File: src/rtl/instruction_decode_pkg.sv
// Shared decode/fetch definitions: NOP word, opcodes and the fetch mux select encodings.
package instruction_decode_pkg;

   localparam logic [31:0] NOP    = 32'h0000_0001;
   localparam logic [5:0]  OP_LW  = 6'h23;
   localparam logic [5:0]  OP_BEQ = 6'h04;

   typedef enum logic [1:0] {
      PC_Z4     = 2'd0,
      PC_INC    = 2'd1,
      PC_HOLD   = 2'd2,
      PC_BRANCH = 2'd3
   } sel_pc_e;

   typedef enum logic [1:0] {
      IR_MEM  = 2'd0,
      IR_NOP  = 2'd1,
      IR_HOLD = 2'd2
   } sel_ir_e;

   typedef enum logic {
      PC2_LOAD = 1'b0,
      PC2_HOLD = 1'b1
   } sel_pc2_e;

   function automatic logic signed [31:0] sext16(input logic [15:0] imm);
      return {{16{imm[15]}}, imm};
   endfunction

endpackage

File: src/rtl/register_file.sv
// Two combinational read ports, one write port; r0 is hard zero and reads see same-cycle writes.
module register_file
   import instruction_decode_pkg::*;
#(
   parameter int NREGS  = 32,
   parameter int DATA_W = 32
) (
   input  logic              clk,
   input  logic              rst_n,
   input  logic [4:0]        ra,
   input  logic [4:0]        rb,
   output logic [DATA_W-1:0] rd_a,
   output logic [DATA_W-1:0] rd_b,
   input  logic              we,
   input  logic [4:0]        wa,
   input  logic [DATA_W-1:0] wd
);

   logic [DATA_W-1:0] regs [0:NREGS-1];

   always_ff @(posedge clk or negedge rst_n) begin
      if (!rst_n) begin
         for (int i = 0; i < NREGS; i++) regs[i] <= '0;
      end else if (we && (wa != 5'd0)) begin
         regs[wa] <= wd;
      end
   end

   // Write-through bypass so a register written this cycle is visible to decode now.
   assign rd_a = (ra == 5'd0)           ? '0 :
                 (we && (wa == ra))     ? wd : regs[ra];
   assign rd_b = (rb == 5'd0)           ? '0 :
                 (we && (wa == rb))     ? wd : regs[rb];

endmodule

File: src/rtl/instruction_decode.sv
// Decode stage: operand fetch, load-use stall, BEQ resolution and the IR3/PC3/A3/B3/IMM3 register.
module instruction_decode
   import instruction_decode_pkg::*;
#(
   parameter int NREGS = 32
) (
   input  logic        clk,
   input  logic        rst_n,
   input  logic [31:0] ir2,
   input  logic [31:0] pc2,
   input  logic        wb_en,
   input  logic [4:0]  wb_addr,
   input  logic [31:0] wb_data,
   input  logic        flush,
   output logic [31:0] ir3,
   output logic [31:0] pc3,
   output logic [31:0] a3,
   output logic [31:0] b3,
   output logic [31:0] imm3,
   output logic [1:0]  sel_pc,
   output logic [1:0]  sel_ir,
   output logic        sel_pc2,
   output logic [31:0] branch_address
);

   logic [5:0]         opcode_p0;
   logic [4:0]         rs_p0;
   logic [4:0]         rt_p0;
   logic [31:0]        rs_val_p0;
   logic [31:0]        rt_val_p0;
   logic signed [31:0] imm_ext_p0;
   logic               hazard_p0;
   logic               taken_p0;
   sel_pc_e            pc_sel_p0;
   sel_ir_e            ir_sel_p0;
   sel_pc2_e           pc2_sel_p0;

   assign opcode_p0  = ir2[31:26];
   assign rs_p0      = ir2[25:21];
   assign rt_p0      = ir2[20:16];
   assign imm_ext_p0 = sext16(ir2[15:0]);

   register_file #(.NREGS(NREGS), .DATA_W(32)) u_rf (
      .clk  (clk),
      .rst_n(rst_n),
      .ra   (rs_p0),
      .rb   (rt_p0),
      .rd_a (rs_val_p0),
      .rd_b (rt_val_p0),
      .we   (wb_en),
      .wa   (wb_addr),
      .wd   (wb_data)
   );

   assign hazard_p0 = (ir3[31:26] == OP_LW) && (ir3[20:16] != 5'd0) &&
                      ((ir3[20:16] == rs_p0) || (ir3[20:16] == rt_p0));
   assign taken_p0  = (opcode_p0 == OP_BEQ) && !hazard_p0 && (rs_val_p0 == rt_val_p0);

   assign branch_address = pc2 + {imm_ext_p0[29:0], 2'b00};

   always_comb begin
      pc_sel_p0  = PC_INC;
      ir_sel_p0  = IR_MEM;
      pc2_sel_p0 = PC2_LOAD;
      if (hazard_p0) begin
         pc_sel_p0  = PC_HOLD;
         ir_sel_p0  = IR_HOLD;
         pc2_sel_p0 = PC2_HOLD;
      end else if (taken_p0) begin
         pc_sel_p0  = PC_BRANCH;
         ir_sel_p0  = IR_NOP;
      end
   end

   assign sel_pc  = pc_sel_p0;
   assign sel_ir  = ir_sel_p0;
   assign sel_pc2 = pc2_sel_p0;

   // ---- decode -> execute boundary ----
   always_ff @(posedge clk or negedge rst_n) begin
      if (!rst_n) begin
         ir3  <= NOP;
         pc3  <= '0;
         a3   <= '0;
         b3   <= '0;
         imm3 <= '0;
      end else begin
         if (flush || hazard_p0) begin
            ir3  <= NOP;
            a3   <= '0;
            b3   <= '0;
            imm3 <= '0;
         end else begin
            ir3  <= ir2;
            a3   <= rs_val_p0;
            b3   <= rt_val_p0;
            imm3 <= imm_ext_p0;
         end
         if (!hazard_p0) pc3 <= pc2;
      end
   end

endmodule
File: config.mk
export PLATFORM = sky130hd
export DESIGN_NAME = instruction_decode
export DESIGN_NICKNAME = d
export VERILOG_FILES = /design/src/rtl/instruction_decode_pkg.sv /design/src/rtl/register_file.sv /design/src/rtl/instruction_decode.sv
export SDC_FILE = /design/constraint.sdc
export NUM_CORES = 2
export LEC_CHECK = 0
export ABC_AREA = 1
export BUFFER_PORTS_ARGS = -buffer_cell sky130_fd_sc_hd__buf_2
export CORE_UTILIZATION = 50
export CTS_CLUSTER_DIAMETER = 40
export DETAILED_ROUTE_END_ITERATION = 16
export HOLD_SLACK_MARGIN = 0.08
export PLACE_DENSITY_LB_ADDON = 0.1
export SLEW_MARGIN = 20
export SYNTH_ARGS = -nofsm -noshare
export SYNTH_HDL_FRONTEND = slang
export SYNTH_SLANG_ARGS = --single-unit
export TNS_END_PERCENT = 50
File: constraint.sdc
create_clock -name clk -period 4.9 [get_ports clk]
set_input_delay 0.98 -clock clk [delete_from_list [all_inputs] [get_ports clk]]
set_output_delay 0.98 -clock clk [all_outputs]
set_load 0.02 [all_outputs]
==> metrics <==
overall power 32.1 mW; crit path max fanout 30; Hold Vio Cnt, Final 0; async set-or-reset flop fraction in the synthesized netlist 1.00; largest stage delay on the critical path 0.27 ns; Non-Filler Instances approximately 11,000; via count around 67,000; Placement Rows 132; CTS H-tree lvls 4; Nets 9,544; Post-Syn Nets around 9,500; DRC 0; CTS Hold Bufs 0; fin area 76,200 sq um; Adder-Cell Fraction of Synth Area 0.00586; GRT overflow 0; Boundary Pins around 300; Slowest-stage cell, CP buf_12; final setup fails 0; Ys Warns 0; WL/cell 23.5 um; cells along the critical path buf_8 > inv_8 > buf_12 > buf_12 > nand2_1 > nand3_1 > nand3_1 > nand2_1 > nor2_1 > nand2_1 > nand2_1 > nand2_1 > nand2_1 > nand2_1 > nand2_1 > nor2_1 > nand2_1 > nor2_1 > nand3_2 > o21bai_1 > buf_2; largest net degree at the start of global routing 114; Crit. End Element primary output; mux cell area share after synthesis 0; number of I/O port buffers 301; fillers 12,181; fin. max-slew vios 0; die area 132,000 sq um; crit path launch ir2[21]; hold crit path type input port to async pin; drt total wl 267,000 um; vias in the first global route 61,563; RSZ-0062 raised after global routing yes; Final Cycle Share 0.989; mapped cell area 65,300 sq um; pre-CTS WS 0.115 ns; post-synthesis simple-gate area fraction 0.296; Worst Slack Setup Final 0.0521 ns; Root Buffer clkbuf_16; Top Usage Layer GRT met2; Post-synth EDFFs 0; Critical Path AT 3.87 ns; r2r startpoint ir3[16]$_DFF_PN0_; DR vias/cell just under 6; CTS tree yes; Seq cells post-synth 1,153; Pwr Density 421 nW/um^2; clk_lat worst skew about 0.84 ns; first-pass GRT wire length about 400,000 um; R2R cell count 8; initial drt markers just over 9,000; Fmax achieved 206 MHz; FF-to-FF End a3[19]$_DFF_PN0_; post-CTS setup buffers 0; CTS Buf Count 191; Area Overhead vs Synth 16.7%; Area after DPL 69,600 sq um; met1 Resource Use GR 0.537; setup TNS 0 ns; initial antenna violation count 21; Yosys cell types 47; maxcap violations 0; largest family of logic cells by synthesized area simple AND/OR/NAND/NOR gates; clk slew on worst S/H paths 0.05 ns; Routed Antenna Nets 0; CTS Sinks ~1,200; Gate Count Post-Synth about 9,400; CP Buf/Inv Count 5; clk_skew 0.0275 ns; measured slew at the worst slew-check pin around 1.2 ns; layout cells sized above 1 0.113; most used cell, CP nand2_1; met3 Use GR 0.0724; DRT Pass-1 Iters 9; synthesized area per cell approximately 7 sq um; GP Congestion 0.959; CP required ~3.9 ns; Max Buffers Root-to-Sink 3; All-Layer GR Usage 0.400; worst vdd ir 0.000355 V; leakage 37.5 nW; met2 GRT Util 0.597; top_reg_cell synth dfrtp_1; post-synthesis compound-gate area fraction 0.154; Startpoint Class input port; worst relative slew slack 0.198; Period minus WS final 4.85 ns; Die H 363 um; final core utilization 0.589; worst reg2reg setup slack 2.10 ns; Starting Density 0.504; XOR/XNOR Fraction of Synth Area 0.00469; WHS 0.136 ns; Crit path max-delay family simple AND/OR/NAND/NOR gates; Die W 363 um; status finished clean; Post-Place Cells 10,957; WS Path Type input port to primary output; post-synthesis sequential area ratio 0.442; core area 129,000 sq um; Post-DP HPWL 167,000 um
## routing by layer
layer,up-vias,part of all wire
met5,-,0.00010
met4,4,0.067
met3,840,0.10
met2,3949,0.43
met1,31473,0.40
li1,30245,-
## Yosys cell counts, types with 2 or more instances
library cell	number	area [sq um]
o21bai_1	2	15.0
buf_4	65	488
buf_6	15	169
nor4_1	3	18.8
a21o_1	4	30.0
a21oi_1	361	1810
nor2_4	3	33.8
buf_2	317	1590
a211oi_1	2	15.0
nand3_1	990	4950
inv_2	19	71.3
a21oi_2	5	43.8
o211ai_1	250	1880
ha_1	29	363
nor3_2	5	50.1
nand2_1	3208	12000
or2_2	9	56.3
nand4_1	7	43.8
xor2_1	23	201
o22ai_1	2	12.5
o21a_1	2	15.0
nand2_4	2	22.5
a21boi_0	2	15.0
o21ai_1	20	100
buf_1	33	124
nor3_1	15	75.1
clkbuf_1	357	1340
nor2_1	514	1930
xnor2_1	12	105
o21ai_0	1209	6050
dfrtp_1	1152	28800
inv_1	694	2610
a31oi_1	6	37.5
## registers in the layout, indices dropped and copies added, names as in the netlist
signal / cells
a3: 32
u_rf.regs: 1024
b3: 32
pc3: 32
ir3: 17
imm3: 16
## worst max-delay path by stage
stage | cells past startpoint | to | slack (ns)
global route | 21 | sel_pc[1] | -0.01
global placement | 21 | sel_pc[1] | 0.10
CTS | 21 | sel_pc[1] | 0.1
detailed placement | 21 | sel_pc[1] | 0.11
finish | 21 | sel_pc[1] | 0.05
floorplan | 13 | branch_address[24] | 0.72
## area by class of cell
class / count / area (sq um) / area share
Multi-Input combinational cell: 6698 / 30300 / 0.397
Clock inverter: 139 / 1400 / 0.0184
Timing Repair Buffer: 652 / 5690 / 0.0747
Tap cell: 1742 / 2180 / 0.0286
Sequential cell: 1153 / 28900 / 0.378
Antenna cell: 12 / 30.0 / 0.000394
Clock buffer: 219 / 5100 / 0.0669
Inverter: 713 / 2710 / 0.0356
## report_power, final
group          leakage (nW)  switching, mW  internal, mW  total [mW]
Clock                  3.13           5.37          8.19        13.6
Combinational          19.6           4.09          2.19        6.27
Sequential             14.7           1.07          11.2        12.3
Total                  37.5           10.5          21.6        32.1
## cell families after synthesis
logic type | after synthesis
and+or+nand+nor | 4764
AOI/OAI and AO/OA | 1869
buffers and inverters | 1500
DFF | 1153
xor gates and xnor gates | 35
adders and majority gates | 30
## cell usage in the layout, fill, tap and decap left out, types with 194 or more instances in the layout
cell and count:
buf_2 292, inv_1 693, o211ai_1 250, nand2_1 3182, dfrtp_1 1152, clkbuf_16 194
o21ai_0 1208, nand3_1 987, nor2_1 509, buf_4 240, a21oi_1 361
## repair_timing
action	CTS	global route
hold endpoints to repair	0	0
endpoints found under the setup margin	0	3
gates resized for setup	0	10
Power figures use the tool's default switching activity.
